[config.mk]
export PLATFORM = sky130hd
export DESIGN_NAME = rv32imf_fetch_ctrl
export DESIGN_NICKNAME = d
export VERILOG_FILES = /design/src/rtl/rv32imf_pkg.sv /design/src/rtl/rv32imf_fetch_fifo.sv /design/src/rtl/rv32imf_fetch_ctrl.sv
export SDC_FILE = /design/constraint.sdc
export NUM_CORES = 1
export LEC_CHECK = 0
export CAP_MARGIN = 20
export CORE_MARGIN = 5
export CORE_UTILIZATION = 30
export CTS_BUF_LIST = sky130_fd_sc_hd__clkbuf_8
export DETAILED_ROUTE_END_ITERATION = 6
export GPL_TIMING_DRIVEN = 0
export PLACE_DENSITY_LB_ADDON = 0.3
export SLEW_MARGIN = 10
export SYNTH_ARGS = -nofsm -noshare
export SYNTH_HDL_FRONTEND = slang
export SYNTH_HIERARCHICAL = 1
export SYNTH_SLANG_ARGS = --single-unit
[constraint.sdc]
create_clock -name clk -period 3.8 [get_ports clk]
set_input_delay 0.76 -clock clk [delete_from_list [all_inputs] [get_ports clk]]
set_output_delay 0.76 -clock clk [all_outputs]
set_load 0.005 [all_outputs]
[src/rtl/rv32imf_pkg.sv]
`default_nettype none
// ============================================================================
//  Module      : rv32imf_pkg
//  Description : Shared types and helpers for the RV32IMF instruction fetch path.
//  Revision    : 1.0 - initial release
// ============================================================================
package rv32imf_pkg;

    typedef struct packed {
        logic [31:0] rdata;
        logic        err;
    } fetch_entry_t;

    localparam logic [31:0] c_INSTR_BYTES = 32'd4;

    function automatic logic [31:0] word_align(input logic [31:0] addr);
        return {addr[31:2], 2'b00};
    endfunction

endpackage
`default_nettype wire

[src/rtl/rv32imf_fetch_fifo.sv]
`default_nettype none
// ============================================================================
//  Module      : rv32imf_fetch_fifo
//  Description : Registered response FIFO with flush; head visible the cycle
//                after a push.
//  Revision    : 1.0 - initial release
// ============================================================================
module rv32imf_fetch_fifo
    import rv32imf_pkg::*;
#(
    parameter int  DEPTH = 2,
    parameter type T     = fetch_entry_t
) (
    input  logic                       clk,
    input  logic                       rst,
    input  logic                       push,
    input  T                           push_data,
    input  logic                       pop,
    input  logic                       flush,
    output logic [$clog2(DEPTH+1)-1:0] count,
    output logic                       valid,
    output T                           head
);

    localparam int c_PW = $clog2(DEPTH);
    localparam int c_CW = $clog2(DEPTH + 1);

    T                r_mem [DEPTH];
    logic [c_PW-1:0] r_wptr;
    logic [c_PW-1:0] r_rptr;
    logic [c_CW-1:0] r_count;

    function automatic logic [c_PW-1:0] ptr_inc(input logic [c_PW-1:0] p);
        return (p == c_PW'(DEPTH - 1)) ? '0 : p + c_PW'(1);
    endfunction

    always_ff @(posedge clk) begin
        if (push && !flush) begin
            r_mem[r_wptr] <= push_data;
        end
    end

    // Flush wins over push: a response landing on a redirect belongs to the old stream.
    always_ff @(posedge clk) begin
        if (rst || flush) begin
            r_wptr  <= '0;
            r_rptr  <= '0;
            r_count <= '0;
        end else begin
            if (push) begin
                r_wptr <= ptr_inc(r_wptr);
            end
            if (pop) begin
                r_rptr <= ptr_inc(r_rptr);
            end
            if (push && !pop) begin
                r_count <= r_count + c_CW'(1);
            end else if (pop && !push) begin
                r_count <= r_count - c_CW'(1);
            end
        end
    end

    assign count = r_count;
    assign valid = (r_count != '0);
    assign head  = r_mem[r_rptr];

`ifndef SYNTHESIS
    always_ff @(posedge clk) begin
        if (!rst && !flush) begin
            assert (!(push && !pop && r_count == c_CW'(DEPTH)));
            assert (!(pop && r_count == '0));
        end
    end
`endif

endmodule
`default_nettype wire

[src/rtl/rv32imf_fetch_ctrl.sv]
`default_nettype none
// ============================================================================
//  Module      : rv32imf_fetch_ctrl
//  Description : OBI instruction fetch controller with credit-based request
//                issue, redirect handling and stale-response discard.
//  Revision    : 1.0 - initial release
// ============================================================================
module rv32imf_fetch_ctrl
    import rv32imf_pkg::*;
#(
    parameter int DEPTH           = 2,
    parameter int MAX_OUTSTANDING = 2
) (
    input  logic        clk,
    input  logic        rst,
    input  logic        req_i,
    input  logic        branch_i,
    input  logic [31:0] branch_addr_i,
    input  logic        fetch_ready_i,
    output logic        fetch_valid_o,
    output logic [31:0] fetch_rdata_o,
    output logic        fetch_err_o,
    output logic        instr_req_o,
    output logic [31:0] instr_addr_o,
    input  logic        instr_gnt_i,
    input  logic        instr_rvalid_i,
    input  logic [31:0] instr_rdata_i,
    input  logic        instr_err_i,
    output logic        busy_o
);

    localparam int c_OW = $clog2(MAX_OUTSTANDING + 1);
    localparam int c_CW = $clog2(DEPTH + 1);

    logic [31:0]     r_addr;
    logic [31:0]     r_target;
    logic [c_OW-1:0] r_outstanding;
    logic [c_OW-1:0] r_discard;
    logic            r_drop_pending;
    logic            r_held;
    logic            r_booted;

    logic [c_CW-1:0] w_count;
    logic            w_fifo_valid;
    fetch_entry_t    w_head;
    fetch_entry_t    w_push_entry;
    logic            w_credit;
    logic            w_gnt_fire;
    logic            w_drop;
    logic            w_push;
    logic            w_pop;
    logic [c_OW-1:0] w_out_next;
    logic [31:0]     w_branch_target;
    logic            w_unused_addr_bits;

    assign w_unused_addr_bits = ^branch_addr_i[1:0];
    assign w_branch_target    = word_align(branch_addr_i);

    // Credit reserves a FIFO slot for every response that may still arrive.
    always_comb begin
        w_credit = req_i && r_booted
                   && (32'(r_outstanding) < 32'(MAX_OUTSTANDING))
                   && ((32'(r_outstanding) + 32'(w_count)) < 32'(DEPTH));
        instr_req_o  = r_held || w_credit;
        instr_addr_o = r_addr;
        w_gnt_fire   = instr_req_o && instr_gnt_i;
        w_drop       = instr_rvalid_i && (r_discard != '0);
        w_push       = instr_rvalid_i && (r_discard == '0);
        w_pop        = w_fifo_valid && fetch_ready_i && !branch_i;
        w_out_next   = r_outstanding + c_OW'(w_gnt_fire) - c_OW'(instr_rvalid_i);
        w_push_entry = '{rdata: instr_rdata_i, err: instr_err_i};
    end

    always_ff @(posedge clk) begin
        if (rst) begin
            r_addr         <= '0;
            r_target       <= '0;
            r_outstanding  <= '0;
            r_discard      <= '0;
            r_drop_pending <= 1'b0;
            r_held         <= 1'b0;
            r_booted       <= 1'b0;
        end else begin
            r_held        <= instr_req_o && !instr_gnt_i;
            r_outstanding <= w_out_next;
            if (branch_i) begin
                r_booted  <= 1'b1;
                r_discard <= w_out_next;
                // An ungranted request must keep its address; redirect is deferred.
                if (instr_req_o && !instr_gnt_i) begin
                    r_drop_pending <= 1'b1;
                    r_target       <= w_branch_target;
                end else begin
                    r_drop_pending <= 1'b0;
                    r_addr         <= w_branch_target;
                end
            end else begin
                r_discard <= r_discard - c_OW'(w_drop)
                             + c_OW'(w_gnt_fire && r_drop_pending);
                if (w_gnt_fire) begin
                    r_addr         <= r_drop_pending ? r_target : r_addr + c_INSTR_BYTES;
                    r_drop_pending <= 1'b0;
                end
            end
        end
    end

    rv32imf_fetch_fifo #(
        .DEPTH (DEPTH),
        .T     (fetch_entry_t)
    ) u_fifo (
        .clk       (clk),
        .rst       (rst),
        .push      (w_push),
        .push_data (w_push_entry),
        .pop       (w_pop),
        .flush     (branch_i),
        .count     (w_count),
        .valid     (w_fifo_valid),
        .head      (w_head)
    );

    assign fetch_valid_o = w_fifo_valid;
    assign fetch_rdata_o = w_fifo_valid ? w_head.rdata : '0;
    assign fetch_err_o   = w_fifo_valid && w_head.err;
    assign busy_o        = (r_outstanding != '0) || instr_req_o;

`ifndef SYNTHESIS
    always_ff @(posedge clk) begin
        if (!rst) begin
            assert (!(instr_rvalid_i && r_outstanding == '0));
            assert (r_discard <= r_outstanding);
        end
    end
`endif

endmodule
`default_nettype wire

# After elaboration in Yosys (flattened, before gate mapping)
# Memories as Yosys holds them, arrays and structs flattened. A register that Yosys moved wholly into a read port is not among the register bits.
# Index checks and enable logic that the tools add are counted.
# Widths: inputs -> output; s select.
dict set report classes {
  magnitude_cmp 2
  reduce_logical 29
  n_eq_ne 1
  muxes 17
  addsub 10
}
# op count
set ops {}
lappend ops {{$mux 32} 5}
lappend ops {{$add 32x3->32 const B} 1}
lappend ops {{$logic_and 1x1->1} 14}
lappend ops {{$reduce_bool 2->1} 5}
lappend ops {{$mux 1} 9}
lappend ops {{$mux 2} 3}
lappend ops {{$add 2x1->2} 2}
lappend ops {{$logic_not 1->1} 4}
lappend ops {{$reduce_and 2->1} 2}
lappend ops {{$sub 2x1->2} 2}
lappend ops {{$add 2x2->3} 1}
lappend ops {{$logic_or 1x1->1} 3}
lappend ops {{$lt 3x2->1 const B} 1}
lappend ops {{$add 1x1->1 const B} 2}
lappend ops {{$add 2x1->2 const B} 1}
lappend ops {{$logic_not 2->1} 1}
lappend ops {{$lt 2x2->1 const B} 1}
lappend ops {{$ne 2x2->1 const B} 1}
lappend ops {{$sub 2x1->2 const B} 1}
dict set report word_totals {
  elab_cells 70
  out_inout_bits 68
  ramBits 66
  input_bits 72
  regBits 73
  memories 1
}
# name depth width rd rd_ports_with_merged_regs write_ports line_no
set mem_list {}
lappend mem_list {u_fifo.r_mem 2 33 1 1 1 rv32imf_fetch_fifo.sv:28} ;# T r_mem [DEPTH];

# Longest topological paths before layout
# Gate-level depths: netlist of run 1.
dict set report depth {
  depth_word 8
  ltp_mapped 12
  depth_no_buf 12
}

# By module
# The synthesis of run 1 kept the hierarchy.
# mod area_each_um2 instances cells_per_inst seq_area_each_um2
set by_module_without_submodules {}
lappend by_module_without_submodules {rv32imf_fetch_ctrl 4085.2 1 511 1341.3}
lappend by_module_without_submodules {rv32imf_fetch_fifo 2591.2 1 124 2082.0}

# Worst setup path before layout of run 1
# OpenSTA, ideal clock, no wires.
dict set report synth_path {
  kind {input to register}
  start {in instr_rvalid_i}
  end {mem u_fifo/r_mem[0][0] (netlist name), enable pin}
  cell_stages 2
  required_ns 3.329
  t_arrival_ns 3.627
  setup_ns 0.471
  n_path_buf 0
  slack_ns -0.299
  path_cell_list {nor3b_1 -> nor3b_1}
}
dict set report synth_via {
  elab_chain_cells 4
}
# item line_no
set synth_lines {}
lappend synth_lines {{start: declaration} rv32imf_fetch_ctrl.sv:26} ;# input logic instr_rvalid_i,
lappend synth_lines {{$logic_and 1x1->1} rv32imf_fetch_ctrl.sv:68} ;# w_push = instr_rvalid_i && (r_discard == '0);
lappend synth_lines {{$logic_and 1x1->1} rv32imf_fetch_fifo.sv:38} ;# if (push && !flush) begin
lappend synth_lines {{$mux 1} rv32imf_fetch_fifo.sv:38}
lappend synth_lines {{$mux 1 (implied by the code)} rv32imf_fetch_fifo.sv:39} ;# r_mem[r_wptr] <= push_data;
lappend synth_lines {{end: declaration} rv32imf_fetch_fifo.sv:28}
# No other way between the ends.

# Worst setup path in the final report of run 1
dict set report layout_path {
  start {in branch_i}
  end {reg u_fifo.r_count[1], in the netlist u_fifo/count[1]}
}
dict set report layout_via {
  elab_chain_cells 5
  word_cells_on_any_way 8
  cone_classes {mux (1); reduce/logical (7)}
}
# item line_no
set layout_lines {}
lappend layout_lines {{start: declaration} rv32imf_fetch_ctrl.sv:17} ;# input logic branch_i,
lappend layout_lines {{$logic_not 1->1 *} rv32imf_fetch_ctrl.sv:69} ;# w_pop = w_fifo_valid && fetch_ready_i && !branch_i;
lappend layout_lines {{$logic_and 1x1->1 *} rv32imf_fetch_ctrl.sv:69}
lappend layout_lines {{net w_pop} rv32imf_fetch_ctrl.sv:51} ;# logic w_pop;
lappend layout_lines {{$logic_not 1->1} rv32imf_fetch_fifo.sv:56} ;# if (push && !pop) begin
lappend layout_lines {{$logic_and 1x1->1} rv32imf_fetch_fifo.sv:56}
lappend layout_lines {{$mux 2 / $reduce_bool 2->1 (equally long branches)} --}
lappend layout_lines {{end signal: assignment} rv32imf_fetch_fifo.sv:57} ;# r_count <= r_count + c_CW'(1);
lappend layout_lines {{end signal: assignment} rv32imf_fetch_fifo.sv:59} ;# r_count <= r_count - c_CW'(1);
lappend layout_lines {{end: declaration} rv32imf_fetch_fifo.sv:31} ;# logic [c_CW-1:0] r_count;
# The timed path passes the listed nets; every way through them passes the cells marked *.
# A chain may end at the register's enable or synchronous reset.

==> results.json, run 1 <==
{
  "async_flop_share": 0,
  "design_area_um2": 8840,
  "die_x_um": 159,
  "critPathLaunchType": "input port",
  "crit_family": "buffers and inverters",
  "max_freq_ghz": 0.285,
  "diodes": 0,
  "rows": 54,
  "hpwl_um": 14300,
  "timing.final.crit_period_ps": 3510,
  "grt_pass1_wl_um": 30700,
  "wl_per_cell_um": 18.2,
  "die_h_um": 159,
  "fillers": 2168,
  "r2r_slack_ps": 910,
  "drive_above_1_share": 0.144,
  "whs_ps": 455,
  "antenna_found_initial": 0,
  "critPathMaxStageDelay_ps": 600,
  "insertion_delay_ps": 450,
  "hold_path_class": "reg -> reg",
  "crit_buf_inv": 6,
  "gp_congestion": 0.851,
  "cts_resized": 0,
  "fin_tns_setup_ps": 0,
  "area_growth_pct": 32.4,
  "synthDistinctLibCells": 76,
  "setup_viol": 0,
  "total_leakage_power_uw": 0.00305,
  "drcViolationCount": 0,
  "portBuffers": 135,
  "arrival_ps": 3880,
  "cts_root_buffer": "clkbuf_8",
  "wl_met3_um": 1430,
  "top_layer": "met4",
  "final_net_count": 872,
  "cts.sink_count": 138,
  "path_cells": "clkdlybuf4s50_1 > clkbuf_1 > inv_1 > clkbuf_1 > buf_2 > and3_1 > inv_1 > ha_1 > or3_1 > a211oi_2",
  "drt-pass1-iter-count": 5,
  "synth_top_cell_by_area": "edfxtp_1",
  "setup_ws_ps": 294,
  "grt_start_max_net_pins": 19,
  "reg2reg_from": "u_fifo/count[0]",
  "cp.required_ps": 4180,
  "cp_max_fo": 10,
  "power_density_nw_per_um2": 425,
  "hold_path_startpoint": "r_target[16]",
  "die-area_um2": 25300,
  "synth.area.top_cells": "edfxtp_1 (30%), dfxtp_1 (22%), mux2_2 (5.6%)",
  "peakVddDrop_v": 0.000241,
  "dpl-instance-area_um2": 8450,
  "post-route-period-util": 0.923,
  "postRouteAntennaNets": 0,
  "avgViaCountPerCell": 5.02,
  "cts_hold_buf": 0,
  "ys.flop_type": "dfxtp_1",
  "status": "finished, final reports clean",
  "dp_slack_ps": -176,
  "gr-usage-all-layers": 0.154,
  "ys_ff_latch": 138,
  "drt-met1-wl_um": 9010,
  "cts_tree": "yes",
  "power_uw": 3760,
  "synth_top_area_frac": 0.297,
  "yosys_warnings": 6,
  "via_count": 5453,
  "grt_pass1_vias": 5186,
  "wirelength_um": 19800,
  "rsz0062_at_grt": "no",
  "drv_slew": 0,
  "drtIter0Drc": 348,
  "cts_buffers": 17,
  "cts_setup_buffers": 0,
  "wl_met2_um": 9080,
  "worstSetupPathType": "in -> reg",
  "path_clk_slew_ps": 90,
  "cts_buffer_depth": 2,
  "hold_viol": 0,
  "worst_setup_path_end_kind": "register",
  "io_pins": 140,
  "gr-total-overflow": 0,
  "avgSynthCellArea_um2": 10.5,
  "crit_path_start": "branch_i",
  "max-slew-margin-rel": 0.453,
  "maxCapViolations": 0,
  "h-tree-depth": 4,
  "synth_area_um2": 6680,
  "yosysSeqAreaShare": 0.513,
  "core_um2": 21900,
  "clock_skew_ps": 11.8,
  "synth_cells": 635,
  "max_slew.worst_pin.slew_ps": 819,
  "cp_slowest_cell": "clkdlybuf4s50_1",
  "synth_edf_count": 66,
  "start_util": 0.305
}
==> placed cells by master (no fill, tap or decap), drive strengths merged, types with 19 or more instances in the layout <==
cell type	instances
a21oi	49
and2	35
buf	22
clkbuf	39
clkdlybuf4s50	135
dfxtp	72
edfxtp	66
inv	24
mux2	33
nand2	85
nor2	26
o21ai	19
==> path summary, 6_finish.rpt <==
kind | end | cells past startpoint
max reg2reg | r_discard[1] | 12
max | u_fifo/count[1] | 10
min | r_target[16] | 2
min reg2reg | r_target[16] | 2
==> where the power goes <==
group / total, uW / leakage, uW / switching (uW) / internal, uW
clock network: 1190 / 0.000195 / 644 / 543
logic: 804 / 0.00166 / 375 / 429
registers: 1760 / 0.00119 / 99.3 / 1660
==> synthesized netlist by cell type, types with 12 or more instances <==
cell / number
nand2_1: 85
dfxtp_1: 72
edfxtp_1: 66
a21oi_1: 47
and2_1: 35
mux2_2: 33
nor2_1: 24
o21ai_0: 17
clkbuf_1: 16
nor3_1: 15
inv_1: 13
a211oi_1: 12
nand3_1: 12
==> layout make-up <==
class	count	area, um^2	share of cell area
inverters	13	48.8	0.00552
repair buffers	138	1410	0.159
plain buffers	41	258	0.0292
clock buffers	17	234	0.0265
clock inverters	15	151	0.0171
well taps	280	350	0.0396
multi-input cells	444	2960	0.335
flip-flops and latches	138	3420	0.387
==> routing by layer <==
metal,global-route usage,up-vias
met1,0.213,2573
li1,-,2636
met3,0.0409,24
met4,0.0388,0
met5,0,-
met2,0.239,220
==> state kept, by name (all words and copies together) (netlist names), 2 cells and up, named ones only <==
| signal | flops |
|---|---|
| instr_addr_o | 30 |
| u_fifo/r_mem | 66 |
| u_fifo/count | 2 |
| r_target | 30 |
| r_discard | 2 |
| r_outstanding | 2 |
==> worst min-delay path, stage by stage, from the launching register on <==
cell and delay [ps]:
dfxtp_1 310, nand2_1 50, a21oi_1 50
==> cell families after synthesis <==
logic type,Yosys count,synth area share
buffers and inverters,54,0.0459
other,1,0.000562
AND/OR/NAND/NOR,234,0.190
adder cells (fa/ha/maj),7,0.0142
multiplexers,42,0.0692
XOR/XNOR,15,0.0197
flip-flops,138,0.513
AO/OA/AOI/OAI,144,0.148
==> stage by stage <==
| stage | std cells | utilization |
|---|---|---|
| CTS | 1086 | 0.404 |
| global route | 1086 | 0.404 |
| global placement | 1051 | 0.383 |
| detailed placement | 1054 | 0.386 |
| finish | 1086 | 0.404 |
| floorplan | 636 | - |
Note: power is estimated with default switching activity, not from simulation.
==> run 2, diff against run 1 <==
CORE_MARGIN = default   (was 5)
==> run 2 against run 1 <==
- register-to-register slack improved by 20 ps
- sequential power is essentially flat
- first-iteration DRC count down 8.0%
- non-clock buffer count decreased by 1
- combinational power down 0.5%
- critical path depth unchanged
- flip-flop and latch count unchanged
- power grew 2.5%
- setup slack worse by 33 ps
- clock-buffer cell count unchanged
- design area barely moved
- via count up 1.5%
- critical path type unchanged
- largest power group unchanged
==> results.json, run 2 (same netlist as run 1, synthesis figures left out) <==
{
  "cts_buffers": 17,
  "io_pins": 140,
  "hold_path_startpoint": "r_target[18]",
  "drt-pass1-iter-count": 4,
  "wl_per_cell_um": 17.9,
  "arrival_ps": 3910,
  "drcViolationCount": 0,
  "h-tree-depth": 4,
  "sequentialPowerShare": 0.458,
  "gp_congestion": 0.832,
  "max_slew.worst_pin.slew_ps": 846,
  "setup_viol": 0,
  "critPathLaunchType": "input port",
  "via_count": 5537,
  "cp_slowest_cell": "clkdlybuf4s50_1",
  "total_leakage_power_uw": 0.00305,
  "path_clk_slew_ps": 90,
  "die-area_um2": 22900,
  "critPathMaxStageDelay_ps": 590,
  "whs_ps": 459,
  "avgViaCountPerCell": 5.11,
  "setup_ws_ps": 261,
  "internal-power_uw": 2750,
  "max-slew-margin-rel": 0.436,
  "reg2reg_depth": 12,
  "clock_skew_ps": 13.1,
  "post-route-period-util": 0.931,
  "grt_pass1_wl_um": 29500,
  "cp.required_ps": 4170,
  "hold_path_class": "reg -> reg",
  "cp_max_fo": 10,
  "core_um2": 21800,
  "hold_viol": 0,
  "r2r_end": "r_discard[1]",
  "timing.final.crit_period_ps": 3540,
  "portBuffers": 135,
  "cts.sink_count": 138,
  "drtIter0Drc": 320,
  "gr-usage-all-layers": 0.174,
  "hold_path_depth": 2,
  "crit_buf_inv": 6,
  "final_common_cell": "clkdlybuf4s50_1",
  "path_cells": "clkdlybuf4s50_1 > clkbuf_1 > inv_1 > clkbuf_1 > buf_2 > and3_1 > inv_1 > ha_1 > or3_1 > a211oi_2",
  "gr-total-overflow": 0,
  "maxCapViolations": 0,
  "cts_root_buffer": "clkbuf_8",
  "status": "finished, final reports clean",
  "switching_share": 0.285,
  "fin_tns_setup_ps": 0,
  "rows": 54,
  "largest_reg_flops": 66,
  "r2r_slack_ps": 930,
  "power_frac_comb": 0.208,
  "reg2reg_from": "u_fifo/count[0]",
  "grt_start_max_net_pins": 34,
  "postRouteAntennaNets": 0,
  "cts_buffer_depth": 2,
  "dp_slack_ps": -207,
  "area_growth_pct": 32.4,
  "worstSetupPathType": "in -> reg",
  "layout_common_cells": "clkdlybuf4s50_1 (135), nand2_1 (85), dfxtp_1 (72), edfxtp_1 (66), a21oi_1 (47)",
  "crit_family": "buffers and inverters",
  "drive_above_1_share": 0.143,
  "wirelength_um": 19400,
  "cts_hold_buf": 0,
  "final_net_count": 871,
  "insertion_delay_ps": 450,
  "grt_pass1_vias": 5250,
  "die_h_um": 151,
  "rsz0062_at_grt": "no",
  "peakVddDrop_v": 0.000200,
  "start_util": 0.306,
  "max_freq_ghz": 0.283,
  "min_to": "r_target[18]",
  "die_x_um": 151,
  "regMostFlops": "u_fifo/r_mem",
  "p_clk_frac": 0.334,
  "cts_setup_buffers": 0,
  "cts_resized": 0,
  "hpwl_um": 13700,
  "drv_slew": 0,
  "antenna_found_initial": 0,
  "cts_tree": "yes",
  "diodes": 0,
  "power_density_nw_per_um2": 435,
  "power_switching_uw": 1100,
  "worst_setup_path_end_kind": "register"
}
==> run 2: changes by cell type in the layout (fill, tap and decap cells not counted), sizes merged <==
cell,delta
clkinv,+2
buf,-1
inv,-5
bufinv,+2
==> run 2: per-layer routing <==
| layer | vias to the layer above | track usage | wire length (um) |
|---|---|---|---|
| met3 | 28 | 0.0419 | 1460 |
| met4 | 0 | 0.0550 | 384 |
| met1 | 2643 | 0.224 | 8530 |
| met5 | - | 0 | 0 |
| li1 | 2641 | - | - |
| met2 | 225 | 0.286 | 9070 |
==> run 2: worst max path at each step <==
stage                     from                   to  slack [ps]  cells after the start
5_1_grt               branch_i      u_fifo/count[1]          70                     10
2_1_floorplan   instr_rvalid_i   u_fifo/r_mem[0][0]         870                      2
6_report              branch_i      u_fifo/count[1]         260                     10
3_3_place_gp    instr_rvalid_i  u_fifo/r_mem[0][26]        -600                      3
3_5_place_dp          branch_i      u_fifo/count[1]        -210                     10
4_1_cts        u_fifo/count[0]               busy_o         230                      7
==> run 2: power by group through the flow <==
| stage | logic (uW) | registers (uW) | clock network (uW) |
|---|---|---|---|
| finish | 800 | 1760 | 1290 |
| detailed placement | 804 | 1800 | 0 |
| global placement | 789 | 1800 | 0 |
| CTS | 810 | 1760 | 1320 |
| floorplan | 405 | 1770 | 0 |
| global route | 876 | 1780 | 1380 |
==> run 2: per-stage QoR <==
stage	std cells	total power, uW	util	instance area, um^2
2_1_floorplan	636	2180	-	6690
3_3_place_gp	1051	2590	0.384	8390
3_5_place_dp	1053	2600	0.386	8420
4_1_cts	1084	3890	0.405	8840
5_1_grt	1084	4030	0.405	8840
6_report	1084	3850	0.405	8840
==> run 2: layout make-up <==
class	count	area [um^2]
fill	2128	13000
clock buffer	17	234
sequential	138	3420
tap	280	350
clock inverter	14	185
inverter	13	48.8
timing repair buffer	137	1380
buffer	41	258
multi-input combinational	444	2960
==> run 2: worst min-delay path, stage by stage (launching register included) <==
cell	delay, ps
dfxtp_1	320
nand2_1	50
a21oi_1	50
